**config.mk**
```make
export PLATFORM = sky130hd
export DESIGN_NAME = quad_encoder_counter
export DESIGN_NICKNAME = d
export VERILOG_FILES = /design/src/rtl/enc_pkg.sv /design/src/rtl/enc_input_filter.sv /design/src/rtl/quad_encoder_counter.sv
export SDC_FILE = /design/constraint.sdc
export NUM_CORES = 1
export LEC_CHECK = 0
export ABC_AREA = 1
export CAP_MARGIN = 20
export CORE_ASPECT_RATIO = 0.5
export CORE_MARGIN = 4
export CORE_UTILIZATION = 39
export CTS_CLUSTER_DIAMETER = 100
export DETAILED_ROUTE_END_ITERATION = 8
export MAX_ROUTING_LAYER = met4
export SLEW_MARGIN = 20
export SYNTH_ARGS = -nofsm -noshare
export SYNTH_HDL_FRONTEND = slang
export SYNTH_SLANG_ARGS = --single-unit
```
**constraint.sdc**
```tcl
create_clock -name clk -period 2.65 [get_ports clk]
set_clock_uncertainty 0.1 [all_clocks]
set_input_delay 0.265 -clock clk [delete_from_list [all_inputs] [get_ports clk]]
set_output_delay 0.265 -clock clk [all_outputs]
set_load 0.01 [all_outputs]
```
**src/rtl/enc_pkg.sv**
```systemverilog
// Shared definitions for the quadrature encoder decoder: resolution modes,
// Gray-code states and the transition classifier used by the counter.
package enc_pkg;

  typedef enum logic [1:0] {
    ENC_X1   = 2'd0,
    ENC_X2   = 2'd1,
    ENC_X4   = 2'd2,
    ENC_RSVD = 2'd3
  } enc_mode_e;

  // {A,B} Gray states in clockwise order
  localparam logic [1:0] GRAY_S0 = 2'b00;
  localparam logic [1:0] GRAY_S1 = 2'b10;
  localparam logic [1:0] GRAY_S2 = 2'b11;
  localparam logic [1:0] GRAY_S3 = 2'b01;

  typedef struct packed {
    logic cw;
    logic ccw;
    logic err;
  } enc_event_t;

  function automatic logic [1:0] cw_next(input logic [1:0] s);
    logic [1:0] n;
    case (s)
      GRAY_S0: n = GRAY_S1;
      GRAY_S1: n = GRAY_S2;
      GRAY_S2: n = GRAY_S3;
      default: n = GRAY_S0;
    endcase
    return n;
  endfunction

  // Classifies one filtered transition; reserved mode decodes as x1.
  function automatic enc_event_t decode_step(input logic [1:0] mode,
                                             input logic [1:0] prev_ab,
                                             input logic [1:0] cur_ab);
    enc_event_t ev;
    logic a_rise;
    logic a_fall;
    ev     = '0;
    a_rise = !prev_ab[1] && cur_ab[1];
    a_fall = prev_ab[1] && !cur_ab[1];
    if (cur_ab == ~prev_ab) begin
      ev.err = 1'b1;
    end else if (cur_ab != prev_ab) begin
      case (mode)
        ENC_X4: begin
          ev.cw  = (cur_ab == cw_next(prev_ab));
          ev.ccw = (prev_ab == cw_next(cur_ab));
        end
        ENC_X2: begin
          ev.cw  = (a_rise && !cur_ab[0]) || (a_fall && cur_ab[0]);
          ev.ccw = (a_rise && cur_ab[0]) || (a_fall && !cur_ab[0]);
        end
        default: begin
          ev.cw  = a_rise && !cur_ab[0];
          ev.ccw = a_rise && cur_ab[0];
        end
      endcase
    end
    return ev;
  endfunction

endpackage

```
**src/rtl/enc_input_filter.sv**
```systemverilog
// Two-flop synchroniser and run-length debounce for one encoder line.
// stable reports that the line has sat at its filtered level for DEBOUNCE_CYC cycles.
module enc_input_filter #(
  parameter int DEBOUNCE_CYC = 4
) (
  input  logic clk,
  input  logic rst_n,
  input  logic raw,
  output logic filt,
  output logic stable
);

  localparam int RUN_W = $clog2(DEBOUNCE_CYC + 1);
  localparam logic [RUN_W-1:0] RUN_LAST = RUN_W'(DEBOUNCE_CYC - 1);
  localparam logic [RUN_W-1:0] STAB_MAX = RUN_W'(DEBOUNCE_CYC);

  logic             sync1_q, sync1_d;
  logic             sync2_q, sync2_d;
  logic             filt_q, filt_d;
  logic [RUN_W-1:0] run_q, run_d;
  logic [RUN_W-1:0] stab_q, stab_d;

  always_comb begin
    sync1_d = raw;
    sync2_d = sync1_q;
    filt_d  = filt_q;
    run_d   = '0;
    stab_d  = stab_q;
    if (sync2_q != filt_q) begin
      if (run_q == RUN_LAST) begin
        filt_d = sync2_q;
      end else begin
        run_d = run_q + 1'b1;
      end
    end
    // Stability also looks at the first flop so an edge still in flight blocks it
    if ((sync2_q == filt_q) && (sync1_q == filt_q)) begin
      if (stab_q != STAB_MAX) begin
        stab_d = stab_q + 1'b1;
      end
    end else begin
      stab_d = '0;
    end
  end

  always_ff @(posedge clk) begin
    if (!rst_n) begin
      sync1_q <= 1'b0;
      sync2_q <= 1'b0;
      filt_q  <= 1'b0;
      run_q   <= '0;
      stab_q  <= '0;
    end else begin
      sync1_q <= sync1_d;
      sync2_q <= sync2_d;
      filt_q  <= filt_d;
      run_q   <= run_d;
      stab_q  <= stab_d;
    end
  end

  assign filt   = filt_q;
  assign stable = (stab_q == STAB_MAX);

endmodule

```
**src/rtl/quad_encoder_counter.sv**
```systemverilog
// Quadrature encoder decoder with x1/x2/x4 resolution, wrapping or saturating
// position counter, direction pulses and illegal-transition detection.
module quad_encoder_counter
  import enc_pkg::*;
#(
  parameter int CNT_W        = 8,
  parameter int DEBOUNCE_CYC = 4,
  parameter int WRAP         = 1
) (
  input  logic             clk,
  input  logic             rst_n,
  input  logic             enc_a,
  input  logic             enc_b,
  input  logic [1:0]       mode,
  input  logic             clr,
  input  logic             load,
  input  logic [CNT_W-1:0] load_val,
  output logic [CNT_W-1:0] count,
  output logic             step_cw,
  output logic             step_ccw,
  output logic             dir,
  output logic             err
);

  localparam logic [CNT_W-1:0] CNT_MAX = '1;

  logic             filt_a, filt_b;
  logic             stable_a, stable_b;
  logic [1:0]       filt_ab;
  enc_event_t       ev;

  logic [1:0]       prev_ab_q, prev_ab_d;
  logic             primed_q, primed_d;
  logic [CNT_W-1:0] count_q, count_d;
  logic             step_cw_q, step_cw_d;
  logic             step_ccw_q, step_ccw_d;
  logic             dir_q, dir_d;
  logic             err_q, err_d;

  enc_input_filter #(.DEBOUNCE_CYC(DEBOUNCE_CYC)) u_filt_a (
    .clk    (clk),
    .rst_n  (rst_n),
    .raw    (enc_a),
    .filt   (filt_a),
    .stable (stable_a)
  );

  enc_input_filter #(.DEBOUNCE_CYC(DEBOUNCE_CYC)) u_filt_b (
    .clk    (clk),
    .rst_n  (rst_n),
    .raw    (enc_b),
    .filt   (filt_b),
    .stable (stable_b)
  );

  assign filt_ab = {filt_a, filt_b};

  // Until primed, the resting position is captured silently instead of decoded
  always_comb begin
    prev_ab_d = prev_ab_q;
    primed_d  = primed_q;
    ev        = '0;
    if (!primed_q) begin
      if (stable_a && stable_b) begin
        primed_d  = 1'b1;
        prev_ab_d = filt_ab;
      end
    end else if (filt_ab != prev_ab_q) begin
      prev_ab_d = filt_ab;
      ev        = decode_step(mode, prev_ab_q, filt_ab);
    end
  end

  always_comb begin
    step_cw_d  = ev.cw;
    step_ccw_d = ev.ccw;
    err_d      = ev.err;
    dir_d      = dir_q;
    count_d    = count_q;
    if (ev.cw) begin
      dir_d = 1'b1;
    end else if (ev.ccw) begin
      dir_d = 1'b0;
    end
    // clr beats load beats the step; step pulses are reported regardless
    if (clr) begin
      count_d = '0;
    end else if (load) begin
      count_d = load_val;
    end else if (ev.cw) begin
      if ((WRAP == 0) && (count_q == CNT_MAX)) begin
        count_d = count_q;
      end else begin
        count_d = count_q + 1'b1;
      end
    end else if (ev.ccw) begin
      if ((WRAP == 0) && (count_q == '0)) begin
        count_d = count_q;
      end else begin
        count_d = count_q - 1'b1;
      end
    end
  end

  always_ff @(posedge clk) begin
    if (!rst_n) begin
      prev_ab_q  <= 2'b00;
      primed_q   <= 1'b0;
      count_q    <= '0;
      step_cw_q  <= 1'b0;
      step_ccw_q <= 1'b0;
      dir_q      <= 1'b0;
      err_q      <= 1'b0;
    end else begin
      prev_ab_q  <= prev_ab_d;
      primed_q   <= primed_d;
      count_q    <= count_d;
      step_cw_q  <= step_cw_d;
      step_ccw_q <= step_ccw_d;
      dir_q      <= dir_d;
      err_q      <= err_d;
    end
  end

  assign count    = count_q;
  assign step_cw  = step_cw_q;
  assign step_ccw = step_ccw_q;
  assign dir      = dir_q;
  assign err      = err_q;

endmodule
```
Word level (Yosys, flattened, before mapping)
Index checks and enable logic that the tools add are counted.
- bits of input ports: 16
- word-level logic and storage cells: 103
- register bits after elaboration: 33
- bitwise gates (word level): 4
- reductions and logical operators: 28
- mux-type cells: 25
- equal/unequal tests: 23
- add/sub/neg operators: 6
- operators by type and width (cell ; count):
    two-way mux 2 bit ; 12
    two-way mux 8 bit ; 3
    adder 3 x 1 -> 3 bit (second input constant) ; 4
    one-hot mux 2 bit (3 select lines) ; 2
    == test 2 bit (second input constant) ; 5
    AND reduction 2 bit ; 5
    logical AND 1 bit ; 9
    adder 8 x 1 -> 8 bit (second input constant) ; 1
    subtractor 8 x 1 -> 8 bit (second input constant) ; 1
    == test 2 bit ; 3
    == test 3 x 2 -> 1 bit (second input constant) ; 2
    == test 3 bit (second input constant) ; 2
    two-way mux 3 bit ; 2
    inequality test 3 bit (second input constant) ; 2
    OR reduction 3 bit ; 2
    two-way mux 1 bit ; 5
    == test 1 bit ; 4
    logical NOT 2 bit ; 2
    one-hot mux 2 bit (2 select lines) ; 1
    nonzero test 2 bit ; 2
    logical NOT 1 bit ; 3
    NOT 1 bit ; 3
    AND reduction 3 bit ; 1
    nonzero test 3 bit ; 1
    other kinds (7) ; 9

Logic depth before layout (Yosys ltp)
- word-level depth: 14
- depth in mapped cells: 18

Modules after synthesis
From an unflattened synthesis, not the netlist that was laid out.
- cell total of the unflattened synthesis: 269
- area total of the unflattened synthesis: 1955.6 um2
- modules (own cells, without submodules) (module ; area each (um2) ; times used ; cells an instance):
    quad_encoder_counter ; 1159.9 ; 1 ; 161
    enc_input_filter ; 397.9 ; 2 ; 54

Worst setup path before layout
Ideal clock, no wire load.
- path type: reg-to-reg
- from: register u_filt_a.filt_q, in the netlist u_filt_a.filt
- to: register count_q[7], in the netlist count[7]
- slack: 78 ps
- cell stages (with the launch flop): 17
- arrival: 2402 ps
- library setup time: 70 ps
- buffers on the path: 0
- cells stage by stage: dfxtp_1 -> inv_2 -> ha_1 -> inv_1 -> nand3_1 -> nand3_2 -> nor2_4 -> nand2_4 -> ha_1 -> a21o_1 -> nand2_1 -> nand3_1 -> a21boi_0 -> nand3_1 -> nand3_1 -> nand2_1 -> a21oi_1
- cells in the longest elaborated chain, start to end: 12
- elaborated cells between the ends (all ways): 28
- ends and longest elaborated chain (what ; line ; RTL):
    from (decl) ; enc_input_filter.sv:19 ; logic filt_q, filt_d;
    from (signal assigned) ; enc_input_filter.sv:56 ; filt_q <= filt_d;
    == test 2 bit or logical NOT 2 bit (tied branches) ; enc_pkg.sv:26 ; case (s)
    one-hot mux 2 bit (3 select lines) ; enc_pkg.sv:26 ;
    two-way mux 2 bit ; enc_pkg.sv:48 ; case (mode)
    two-way mux 2 bit ; enc_pkg.sv:45 ; if (cur_ab == ~prev_ab) begin
    two-way mux 2 bit ; quad_encoder_counter.sv:68 ; end else if (filt_ab != prev_ab_q) begin
    two-way mux 2 bit ; quad_encoder_counter.sv:63 ; if (!primed_q) begin
    == test 2 bit ; enc_pkg.sv:51 ; ev.ccw = (prev_ab == cw_next(cur_ab));
    one-hot mux 2 bit (2 select lines) ; enc_pkg.sv:48 ;
    two-way mux 2 bit ; enc_pkg.sv:45 ;
    two-way mux 3 bit * ; quad_encoder_counter.sv:68 ;
    two-way mux 3 bit * ; quad_encoder_counter.sv:63 ;
    nonzero test 3 bit (no source line) ; - ;
    to (signal assigned) ; quad_encoder_counter.sv:117 ; count_q <= count_d;
    to (decl) ; quad_encoder_counter.sv:34 ; logic [CNT_W-1:0] count_q, count_d;
Every way passes the cells marked *; elsewhere a longest branch is shown, timed or not. The select of a mux whose other input is x is not followed.
A chain may end at the register's enable or synchronous reset.

Final worst setup path
- from: input port mode[0]
- to: register count_q[6], in the netlist count[6]
- cells in the longest elaborated chain, start to end: 7
- elaborated cells between the ends (all ways): 9
- ends and longest elaborated chain (what ; line ; RTL):
    from (decl) ; quad_encoder_counter.sv:14 ; input logic [1:0] mode,
    == test 2 x 1 -> 1 bit or == test 2 bit (tied branches) ; enc_pkg.sv:48 ;
    one-hot mux 2 bit (2 select lines) * ; enc_pkg.sv:48 ;
    two-way mux 2 bit * ; enc_pkg.sv:45 ;
    two-way mux 3 bit * ; quad_encoder_counter.sv:68 ;
    two-way mux 3 bit * ; quad_encoder_counter.sv:63 ;
    two-way mux 8 bit ; quad_encoder_counter.sv:90 ; end else if (ev.cw) begin
    two-way mux 8 bit ; quad_encoder_counter.sv:88 ; end else if (load) begin
Every way passes the cells marked *; elsewhere a longest branch is shown, timed or not.

==> run metrics <==
status finished, final reports clean; Leak 0.00119 µW; routed len/inst 11.2 µm; Max Cap Violations 0; setup violators final 0; cell repeated most along the worst path inv_1; area of the multi-input gates 1190 µm²; DPL Wire Length around 3000 µm; CTS Hold Buffers Added 0; synth warn 0; slowest CP cell clkdlybuf4s50_1; CP max FO 8; GR Util All Layers 0.142; Hold Crit Class reg2reg; first-pass GRT wire length 6760 µm; setup ws final 0.138 ns; Nets 333; Hold Crit Depth 1; DRC 0; CTS root buffer clkbuf_8; Net Count, Synth 286; R2R setup slack about 0.21 ns; PwrDens 464 nW/µm²; routed wire length 4090 µm; ys flop type dfxtp_1; CTS Buf Count 5; Layout Cells excl Fill between 300 and 400; Sequential cell area 662 µm²; Detail Route Antenna Nets 0; dpl cells 356; max incr delay on CP 0.48 ns; Peak VDD IR 0.197 mV; initial antenna violation count 0; Avg Inst Size Synth 7.66 µm²; largest net degree at the start of global routing 11; Post-synth EDFFs 0; IO buf count 27; boundary pin count 28; clock tree from TritonCTS built; routed vias/inst 4.68; share of cells above drive strength 1 0.181; crit end category flip-flop; Seq cells post-synth 33; Cells after Synth 250; DRT iter0 DRCs 58; Critical Path Source Type primary input; insertion delay to the later sink of the worst-skew pair 0.29 ns; mapped cell area between 1500 and 2000 µm²; Sink Count 33; Antenna Cells 0; Synth cell types 36; Die X-Extent 107 µm; Initial Util 0.419; Pre-antenna DRT Iters 4; fill cell count 414; Slew @ Worst Pin 0.362 ns; Vias around 1700; Congestion Overflow GR 0; total power 1200 µW; Area growth syn-to-layout 34.6%; worst rel slew slack 0.756; critical path class in2reg; Row Count 17; core area 4570 µm²; # H-tree levels 2; GPL Wtd Cong about 0.83; Tmin final 2.51 ns; die area 6170 µm²; Clock Tree Buf Depth 2; die height 57.6 µm; post-placement cell area 2370 µm²; worst slack, placed -0.280 ns; Worst Path Arrival 2.58 ns; Async SR Flop Fraction 0; final worst-path cycle share 0.948; CTS clk-pin slew, worst paths approximately 0.070 ns; cell count of the worst reg-to-reg path 13; Final Max Slew Viols 0; register area share after synthesis 0.345; setup bufs post-CTS 0; Data required, critical path 2.72 ns; crit-path cells clkdlybuf4s50_1, inv_1, ha_1, inv_1, a21oi_2, nor2_4, nand2_4, fa_1, nand4_1, nand3_1, or2_2, nand3_2, a21oi_1; final instance area 2580 µm²; TNS Setup 0 ns; fmax between 300 and 400 MHz; vias in the first global route approximately 1600; final hold violations 0
[registers in the layout, indices dropped and copies added (netlist names)]
register / flops
count: 8
primed_q: 1
u_filt_b.run_q: 3
u_filt_a.run_q: 3
u_filt_b.filt: 1
u_filt_a.stab_q: 3
u_filt_b.sync2_q: 1
u_filt_b.stab_q: 3
err: 1
u_filt_a.filt: 1
step_cw: 1
step_ccw: 1
dir: 1
prev_ab_q: 2
u_filt_a.sync1_q: 1
u_filt_b.sync1_q: 1
u_filt_a.sync2_q: 1
[placed cells by master, fill, tap and decap left out, drive strengths merged, types with 2 or more instances in the layout]
| master | count |
|---|---|
| a21boi | 2 |
| buf | 16 |
| o21a | 4 |
| inv | 36 |
| clkbuf | 7 |
| xor2 | 4 |
| nand4 | 2 |
| nand2 | 59 |
| or2 | 2 |
| o211ai | 2 |
| clkdlybuf4s50 | 27 |
| a21oi | 16 |
| nand3 | 16 |
| ha | 19 |
| o21ai | 14 |
| a21o | 2 |
| dfxtp | 33 |
| nor2 | 24 |
| a31oi | 3 |
| xnor2 | 2 |
[per-stage QoR]
step           hold WS [ns]  utilization
6_report              0.321        0.564
5_1_grt               0.336        0.564
4_1_cts               0.323        0.543
3_5_place_dp          0.313        0.518
3_3_place_gp          0.306        0.518
2_1_floorplan         0.263            -
[cell type report]
| class | count | share of cell area |
|---|---|---|
| inverters | 37 | 0.0544 |
| flip-flops and latches | 33 | 0.257 |
| clock inverters | 1 | 0.0117 |
| clock buffers | 7 | 0.0335 |
| repair buffers | 43 | 0.151 |
| multi-input cells | 177 | 0.460 |
| well taps | 66 | 0.0320 |
[synthesized netlist by cell type (all sizes together) (2+ instances only)]
library cell,n,share of area
o211ai,2,0.010
nand4,2,0.0065
a31oi,3,0.0098
a21boi,2,0.0078
nor2,24,0.055
a21o,2,0.0078
o21a,4,0.016
ha,19,0.12
nand3,16,0.059
o21ai,14,0.037
xor2,4,0.018
or2,2,0.0065
buf,2,0.0085
xnor2,2,0.0091
dfxtp,33,0.34
a21oi,16,0.042
inv,36,0.071
nand2,59,0.13
[path summary, 6_finish.rpt]
check,startpoint,to
worst min-delay path,u_filt_b.run_q[0]$_SDFF_PP0_,u_filt_b.run_q[0]$_SDFF_PP0_
worst max-delay path,mode[0],count[6]$_SDFFE_PP0P_
worst min register to register,u_filt_b.run_q[0]$_SDFF_PP0_,u_filt_b.run_q[0]$_SDFF_PP0_
worst max register to register,u_filt_a.filt$_SDFFE_PN0P_,count[6]$_SDFFE_PP0P_
[power by group]
| part | switching, µW | total (µW) | internal (µW) |
|---|---|---|---|
| Clock | 185 | 492 | 307 |
| Combinational | 89.3 | 181 | 91.8 |
| Sequential | 13.1 | 524 | 511 |
| Total | 288 | 1200 | 909 |
[cells by family (layout without fill, tap and decap cells)]
group                      count (synthesis)  count (layout)  synth area share
xor gates and xnor gates                   6               6            0.0274
and+or+nand+nor                          105             105             0.267
AOI/OAI and AO/OA                         46              46             0.142
adders and majority gates                 20              20             0.135
DFF                                       33              33             0.345
buffers and inverters                     40              88            0.0836
[worst max-delay path: cells and delay by family]
family          cells  cell delay, ns
fa+ha+maj           2            0.74
simple gates        6            0.82
buf+inv             3            0.64
compound gates      2            0.12
[routing by layer]
metal	vias up	part of all wire	track usage
met5	-	0	-
met4	0	0.0066	0.0492
met3	2	0.038	0.0373
met2	29	0.47	0.228
met1	769	0.48	0.173
li1	902	-	-
[what timing repair did]
action                                  CTS  global route
pin swaps                                 0             6
gates resized for setup                   1            12
endpoints found under the setup margin    1             5
Note: power is estimated with default switching activity, not from simulation.
